$ cat src/rtl/rev_pkg.sv
// Shared types and constants for the reversible gate sequencer.
// Working width and program depth are fixed here; every other file imports them.
package rev_pkg;

  localparam int W     = 5;                // working register width
  localparam int DEPTH = 8;                // program store entries
  localparam int AW    = $clog2(DEPTH);    // program address width
  localparam int CW    = $clog2(W);        // control index width
  localparam int XW    = 2 ** CW;          // control index range, padded to a power of two

  // One multi-target controlled-XOR gate: flip tmask when bits c0 and c1 are both set.
  typedef struct packed {
    logic [CW-1:0] c0;
    logic [CW-1:0] c1;
    logic [W-1:0]  tmask;
  } gate_t;

  typedef enum logic [1:0] {
    IDLE = 2'd0,
    RUN  = 2'd1,
    DONE = 2'd2
  } state_t;

  // Requested run lengths beyond the store size execute the whole store once.
  function automatic logic [AW:0] clamp_len(input logic [AW:0] l);
    return (l > (AW+1)'(DEPTH)) ? (AW+1)'(DEPTH) : l;
  endfunction

endpackage

$ cat src/rtl/rev_gate_sequencer_if.sv
// Command, program-write and status signals between the control unit and the sequencer.
interface rev_gate_sequencer_if;
  import rev_pkg::*;

  logic          prog_we;
  logic [AW-1:0] prog_addr;
  logic [CW-1:0] prog_c0;
  logic [CW-1:0] prog_c1;
  logic [W-1:0]  prog_tmask;

  logic          start;
  logic          dir;
  logic [AW:0]   len;
  logic [W-1:0]  din;

  logic [W-1:0]  dout;
  logic          busy;
  logic          done;
  logic          err;

  modport master (
    output prog_we, prog_addr, prog_c0, prog_c1, prog_tmask,
    output start, dir, len, din,
    input  dout, busy, done, err
  );

  modport slave (
    input  prog_we, prog_addr, prog_c0, prog_c1, prog_tmask,
    input  start, dir, len, din,
    output dout, busy, done, err
  );

endinterface

$ cat src/rtl/rev_mct_gate.sv
// Combinational evaluator for one MCT gate, time-shared across the whole program.
// Optional macro REVSEQ_CHECK_EN adds the illegal-gate output; illegal gates become no-ops.
module rev_mct_gate
  import rev_pkg::*;
(
  input  logic [W-1:0] reg_in,
  input  gate_t        gate,
  output logic [W-1:0] reg_out
`ifdef REVSEQ_CHECK_EN
  ,
  output logic         illegal
`endif
);

  logic [XW-1:0] reg_ext;
  logic          ctl0;
  logic          ctl1;
  logic          fire;
`ifdef REVSEQ_CHECK_EN
  logic [XW-1:0] mask_ext;
`endif

  // Zero-padding the operand makes any control index >= W read as 0 without a compare.
  always_comb begin
    reg_ext          = '0;
    reg_ext[W-1:0]   = reg_in;
    ctl0             = reg_ext[gate.c0];
    ctl1             = reg_ext[gate.c1];
`ifdef REVSEQ_CHECK_EN
    mask_ext         = '0;
    mask_ext[W-1:0]  = gate.tmask;
    // A target overlapping a control, or an out-of-range control, would break reversibility.
    illegal          = (int'(gate.c0) >= W) | (int'(gate.c1) >= W) |
                       mask_ext[gate.c0] | mask_ext[gate.c1];
    fire             = ctl0 & ctl1 & ~illegal;
`else
    fire             = ctl0 & ctl1;
`endif
    reg_out          = fire ? (reg_in ^ gate.tmask) : reg_in;
  end

endmodule

$ cat src/rtl/rev_gate_sequencer.sv
// Applies a stored MCT gate program to a loaded operand, one gate per clock,
// forward (entry 0 upward) or reverse (entry len-1 downward).
// Optional macro REVSEQ_CHECK_EN enables illegal-gate detection and the sticky err flag.
module rev_gate_sequencer
  import rev_pkg::*;
(
  input  logic                 clk,
  input  logic                 rst_n,
  rev_gate_sequencer_if.slave  bus
);

  state_t        state_q, state_d;
  logic [W-1:0]  reg_q, reg_d;
  logic [AW-1:0] idx_q, idx_d;
  logic [AW:0]   cnt_q, cnt_d;
  logic          dir_q, dir_d;
  logic          busy_q, busy_d;
  logic          done_q, done_d;
  gate_t         prog_q [DEPTH];
  gate_t         prog_d [DEPTH];

  logic [AW:0]   len_c;
  logic [AW:0]   last_c;
  gate_t         cur_gate;
  logic [W-1:0]  gate_out;
`ifdef REVSEQ_CHECK_EN
  logic          err_q, err_d;
  logic          gate_illegal;
`endif

  assign len_c    = clamp_len(bus.len);
  assign last_c   = len_c - (AW+1)'(1);
  assign cur_gate = prog_q[idx_q];

  rev_mct_gate u_gate (
    .reg_in  (reg_q),
    .gate    (cur_gate),
    .reg_out (gate_out)
`ifdef REVSEQ_CHECK_EN
    ,
    .illegal (gate_illegal)
`endif
  );

  // Program store update: writes are dropped while a run is in progress.
  always_comb begin
    prog_d = prog_q;
    if (bus.prog_we && !busy_q) begin
      prog_d[bus.prog_addr].c0    = bus.prog_c0;
      prog_d[bus.prog_addr].c1    = bus.prog_c1;
      prog_d[bus.prog_addr].tmask = bus.prog_tmask;
    end
  end

  // Program store registers; reset leaves every entry as the identity gate.
  always_ff @(posedge clk or negedge rst_n) begin
    if (!rst_n) begin
      for (int i = 0; i < DEPTH; i++) prog_q[i] <= '0;
    end else begin
      prog_q <= prog_d;
    end
  end

  // State and datapath registers.
  always_ff @(posedge clk or negedge rst_n) begin
    if (!rst_n) begin
      state_q <= IDLE;
      reg_q   <= '0;
      idx_q   <= '0;
      cnt_q   <= '0;
      dir_q   <= 1'b0;
      busy_q  <= 1'b0;
      done_q  <= 1'b0;
`ifdef REVSEQ_CHECK_EN
      err_q   <= 1'b0;
`endif
    end else begin
      state_q <= state_d;
      reg_q   <= reg_d;
      idx_q   <= idx_d;
      cnt_q   <= cnt_d;
      dir_q   <= dir_d;
      busy_q  <= busy_d;
      done_q  <= done_d;
`ifdef REVSEQ_CHECK_EN
      err_q   <= err_d;
`endif
    end
  end

  // Next-state logic: a zero-length run goes straight to DONE.
  always_comb begin
    state_d = state_q;
    case (state_q)
      IDLE: if (bus.start) state_d = (len_c == '0) ? DONE : RUN;
      RUN:  if (cnt_q == (AW+1)'(1)) state_d = DONE;
      DONE: state_d = IDLE;
      default: state_d = IDLE;
    endcase
  end

  // Datapath and status: load on start, one gate per RUN cycle, flags follow next state.
  always_comb begin
    reg_d = reg_q;
    idx_d = idx_q;
    cnt_d = cnt_q;
    dir_d = dir_q;
`ifdef REVSEQ_CHECK_EN
    err_d = err_q;
`endif
    case (state_q)
      IDLE: begin
        if (bus.start) begin
          reg_d = bus.din;
          cnt_d = len_c;
          dir_d = bus.dir;
          idx_d = bus.dir ? last_c[AW-1:0] : '0;
`ifdef REVSEQ_CHECK_EN
          err_d = 1'b0;
`endif
        end
      end
      RUN: begin
        reg_d = gate_out;
        idx_d = dir_q ? (idx_q - AW'(1)) : (idx_q + AW'(1));
        cnt_d = cnt_q - (AW+1)'(1);
`ifdef REVSEQ_CHECK_EN
        err_d = err_q | gate_illegal;
`endif
      end
      default: ;
    endcase
    busy_d = (state_d != IDLE);
    done_d = (state_d == DONE);
  end

  assign bus.dout = reg_q;
  assign bus.busy = busy_q;
  assign bus.done = done_q;
`ifdef REVSEQ_CHECK_EN
  assign bus.err  = err_q;
`else
  assign bus.err  = 1'b0;
`endif

endmodule

$ cat src/flat_wrapper.sv
// flat-port wrapper written by rule: the top's interface ports become plain ports
module rev_gate_sequencer_flat import rev_pkg::*;
  (clk, rst_n, bus_prog_we, bus_prog_addr, bus_prog_c0, bus_prog_c1, bus_prog_tmask, bus_start, bus_dir, bus_len, bus_din, bus_dout, bus_busy, bus_done, bus_err);
  rev_gate_sequencer_if bus_i ();
  input  logic clk;
  input  logic rst_n;
  input wire logic [$bits(bus_i.prog_we)-1:0] bus_prog_we;
  input wire logic [$bits(bus_i.prog_addr)-1:0] bus_prog_addr;
  input wire logic [$bits(bus_i.prog_c0)-1:0] bus_prog_c0;
  input wire logic [$bits(bus_i.prog_c1)-1:0] bus_prog_c1;
  input wire logic [$bits(bus_i.prog_tmask)-1:0] bus_prog_tmask;
  input wire logic [$bits(bus_i.start)-1:0] bus_start;
  input wire logic [$bits(bus_i.dir)-1:0] bus_dir;
  input wire logic [$bits(bus_i.len)-1:0] bus_len;
  input wire logic [$bits(bus_i.din)-1:0] bus_din;
  output wire logic [$bits(bus_i.dout)-1:0] bus_dout;
  output wire logic [$bits(bus_i.busy)-1:0] bus_busy;
  output wire logic [$bits(bus_i.done)-1:0] bus_done;
  output wire logic [$bits(bus_i.err)-1:0] bus_err;
  assign bus_i.prog_we = bus_prog_we;
  assign bus_i.prog_addr = bus_prog_addr;
  assign bus_i.prog_c0 = bus_prog_c0;
  assign bus_i.prog_c1 = bus_prog_c1;
  assign bus_i.prog_tmask = bus_prog_tmask;
  assign bus_i.start = bus_start;
  assign bus_i.dir = bus_dir;
  assign bus_i.len = bus_len;
  assign bus_i.din = bus_din;
  assign bus_dout = bus_i.dout;
  assign bus_busy = bus_i.busy;
  assign bus_done = bus_i.done;
  assign bus_err = bus_i.err;
  rev_gate_sequencer u_core (.clk(clk), .rst_n(rst_n), .bus(bus_i));
endmodule
$ cat config.mk
export PLATFORM = sky130hd
export DESIGN_NAME = rev_gate_sequencer_flat
export DESIGN_NICKNAME = d
export VERILOG_FILES = /design/src/rtl/rev_pkg.sv /design/src/rtl/rev_gate_sequencer_if.sv /design/src/rtl/rev_mct_gate.sv /design/src/rtl/rev_gate_sequencer.sv /design/src/flat_wrapper.sv
export SDC_FILE = /design/constraint.sdc
export NUM_CORES = 1
export LEC_CHECK = 0
export CAP_MARGIN = 40
export CORE_MARGIN = 4
export CORE_UTILIZATION = 50
export CTS_CLUSTER_DIAMETER = 30
export DETAILED_ROUTE_END_ITERATION = 8
export GPL_TIMING_DRIVEN = 0
export PLACE_DENSITY_LB_ADDON = 0.05
export SKIP_LAST_GASP = 1
export SYNTH_ARGS = -nofsm -noshare
export SYNTH_HDL_FRONTEND = slang
export SYNTH_SLANG_ARGS = --single-unit
export TNS_END_PERCENT = 30
$ cat constraint.sdc
create_clock -name clk -period 3 [get_ports clk]
set_input_delay 0.3 -clock clk [delete_from_list [all_inputs] [get_ports clk]]
set_output_delay 0.3 -clock clk [all_outputs]
set_load 0.05 [all_outputs]
==> impl_metrics.yaml <==
synthesis:
  synth.most_common_cell: "sky130_fd_sc_hd__dfrtp_1"
  synth.lib_cells_used.distinct: 46
  netlist.top_cell.by_area: "sky130_fd_sc_hd__dfrtp_1"
  synth_async_sr_flop_share_pct: 100
  avgSynthCellArea_sq_um: 13.9
  ys.flop_type: "sky130_fd_sc_hd__dfrtp_1"
  count_of_mapped_cells_out_of_synthesis: 365
  synthesis.area_sq_mm: 0.00506
  fraction_of_the_yosys_area_taken_by_sequential_cells_pct: 51.9
  synth_seq_cells: 105
  synth-edff-count: 0
  synthTopCellsByArea: "sky130_fd_sc_hd__dfrtp_1 52%, sky130_fd_sc_hd__mux2_2 21%, sky130_fd_sc_hd__mux4_2 8.5%"
  mappedNetlistNets: 397
  synth_largest_type_area_fraction_pct: 51.9
  ys.warnings.count: 0
  ys_top_cells_by_count: "105 x sky130_fd_sc_hd__dfrtp_1, 93 x sky130_fd_sc_hd__mux2_2, 19 x sky130_fd_sc_hd__mux4_2"
final_layout:
  area_growth_syn_to_layout_pct: 15.5
  final_cells: 553
  proportion_of_layout_cells_with_a_drive_suffix_above_1_pct: 34.8
  design.final.nets: 447
  register_area_sq_mm: 0.00263
  multi_input_area_sq_mm: 0.00228
  num_antenna_cells: 0
  n_fill_cell: 850
power:
  power_density_over_the_cells_mw_per_mm2: 1010
  seqPwrFrac_pct: 39.4
  power.internal_mw: 3.82
  power_leakage_nw: 2.63
  p_clk_share_pct: 15.1
  sw_frac_of_total_pct: 35.2
  power.combinational.fraction_pct: 45.5
  design_power_total_mw: 5.90
  max-vdd-ir-drop_mv: 0.417
  switchingPower_mw: 2.08
drt:
  viasPerCell: 5.65
  drt.antenna.violating_nets: 0
  drt_pass1_iterations: 4
  routed_wl_mm: 10.9
  drt_drc_violations_left: 0
  detailroute.via_count: 3126
  routed_wire_length_per_instance_um: 19.7
  drtIter0Drc: 119
clock_tree:
  tritoncts: "built"
  cts_root_buf: "sky130_fd_sc_hd__clkbuf_8"
  clk_pin_slew_worst_paths_ns: 0.09
  clk-insertion-delay-late_ns: 0.38
  clock_tree.htree_level_count: 3
  numCtsBuffers: 9
  cts_sinks: 105
  cts_post_setup_buffers_inserted: 0
  cts_repair_resize_count: 0
  cts_max_path_buffers: 2
timing:
  period_share_pct: 86.6
  report.final.slew_viol_count: 0
  fin_ws_ns: 0.402
  finalHoldViolCount: 0
  maxClockFrequency_mhz: 385
  worst_clock_skew_ns: 0.00819
  grt_setup_unrepaired: "false"
  final.min_clock_period_ns: 2.60
  worst_slew_pin_slew_ns: 0.868
  timing.slew.headroom_pct: 42.1
  hold-worst-slack_ns: 0.492
  number_of_setup_violations_in_the_final_report: 0
  timing.setup.tns_ns: 0
global_route:
  antenna_found_initial: 0
  grt_max_degree: 57
  gr-total-overflow: 0
  first_global_vias: 3323
  grt_pass1_wl_mm: 17.8
  grt_usage_pct: 20.3
outcome:
  outcome: "complete, no violations"
die:
  die_h_um: 109
  floorplan.io_pins: 36
  core_sq_mm: 0.00982
  die_width_um: 109
  floorplan.die_area_sq_mm: 0.0118
  floorplan.rows: 36
  initial_core_utilization_pct: 51.6
worst_setup_path:
  cp_data_required_time_ns: 3.27
  worst-setup-path-type: "flip-flop to flip-flop"
  critical_path.max_fanout: 10
  worstPathArrival_ns: 2.87
  timing.critical_path.from_type: "flip-flop"
  endpoint_kind: "flip-flop"
placed_design:
  routabilityCongestion: 0.769
  detailedPlace.worstSlack_ns: 0.175
  buffer_ports.inserted: 34
  dp_cell_count: 536
  dp_hpwl_mm: 7.55
flow_run:
  drv_cap: 0
worst_hold_path:
  timing.hold.worst.class: "flip-flop to flip-flop"
## kinds of logic after synthesis
logic type               Yosys count  synth area share [%]
buffers and inverters             35                  2.99
AO/OA/AOI/OAI                     41                  5.49
other                              1                0.0741
XOR/XNOR                           2                 0.346
flip-flops                       105                  51.9
AND/OR/NAND/NOR                   53                  5.34
adder cells (fa/ha/maj)            4                  1.14
multiplexers                     124                  32.7
## cells in the final DEF, fill, tap and decap left out, types with 4 or more instances in the layout
master,count
sky130_fd_sc_hd__nor3_1,6
sky130_fd_sc_hd__buf_2,4
sky130_fd_sc_hd__dfrtp_1,105
sky130_fd_sc_hd__clkdlybuf4s50_1,33
sky130_fd_sc_hd__mux4_2,19
sky130_fd_sc_hd__clkbuf_8,10
sky130_fd_sc_hd__inv_1,14
sky130_fd_sc_hd__mux2i_1,8
sky130_fd_sc_hd__a21oi_1,11
sky130_fd_sc_hd__o21ai_0,7
sky130_fd_sc_hd__nand2b_1,4
sky130_fd_sc_hd__a31oi_1,4
sky130_fd_sc_hd__nor2_1,18
sky130_fd_sc_hd__mux2_2,93
sky130_fd_sc_hd__nand3b_1,4
sky130_fd_sc_hd__nand2_1,10
sky130_fd_sc_hd__clkbuf_1,10
sky130_fd_sc_hd__o22ai_1,7
## per-stage QoR
step | cell area (sq um) | utilization [%]
after global routing | 5850 | 59.5
final | 5850 | 59.5
after global placement | 5570 | 56.7
after floorplan | 5060 | -
after detailed placement | 5630 | 57.4
after CTS | 5850 | 59.5
## cell type report
cell class	count	share of cell area [%]
Tap cell	133	2.85
Timing Repair Buffer	39	7.06
Clock buffer	10	2.35
Clock inverter	6	1.13
Multi-Input combinational cell	225	39.1
Buffer	20	1.63
Sequential cell	105	44.9
Inverter	15	0.963
## power by group through the flow
stage | registers [mW] | logic, mW | clock network (mW)
detailed placement | 2.35 | 2.71 | 0
global placement | 2.34 | 2.64 | 0
CTS | 2.33 | 2.72 | 0.922
floorplan | 2.38 | 2.00 | 0
finish | 2.33 | 2.68 | 0.888
global route | 2.40 | 2.95 | 0.978
## flip-flops by register name, indices dropped and copies added, names as in the netlist
register,count
u_core.bus.done,1
u_core.prog_q,88
u_core.bus.dout,5
u_core.cnt_q,4
u_core.idx_q,3
u_core.bus.busy,1
u_core.dir_q,1
u_core.state_q,2
## path summary, 6_finish.rpt
check / slack, ns / to / startpoint / depth (start not counted)
worst max-delay path: 0.40 / u_core.bus.dout[1] / u_core.idx_q[0] / 8
worst min-delay path: 0.49 / u_core.state_q[0] / u_core.state_q[1] / 1
worst max register to register: 0.40 / u_core.bus.dout[1] / u_core.idx_q[0] / 8
worst min register to register: 0.49 / u_core.state_q[0] / u_core.state_q[1] / 1
max in group asynchronous: 1.77 / u_core.prog_q[72] / rst_n / 3
min in group asynchronous: 0.53 / u_core.prog_q[41] / rst_n / 2
## routing by layer
metal / up-vias / global-route usage (%) / wire length, um
li1: 1436 / - / -
met1: 1617 / 27.1 / 4930
met2: 56 / 33.4 / 5340
met3: 17 / 3.97 / 394
met4: 0 / 7.12 / 251
met5: - / 0 / 0
## critical path, cell delays in order, from the launching register on
cell                       delay [ns]
sky130_fd_sc_hd__dfrtp_1         0.47
sky130_fd_sc_hd__buf_6           0.22
sky130_fd_sc_hd__mux4_2          0.56
sky130_fd_sc_hd__mux2i_4         0.23
sky130_fd_sc_hd__mux2i_1         0.32
sky130_fd_sc_hd__o31ai_4         0.09
sky130_fd_sc_hd__o211ai_2        0.31
sky130_fd_sc_hd__a21oi_1         0.11
sky130_fd_sc_hd__o21a_1          0.18
## repair_timing
item	CTS	global route
hold endpoints to repair	9	0
setup endpoints to repair	0	0
hold buffers	1	0
Note: power is estimated with default switching activity, not from simulation.
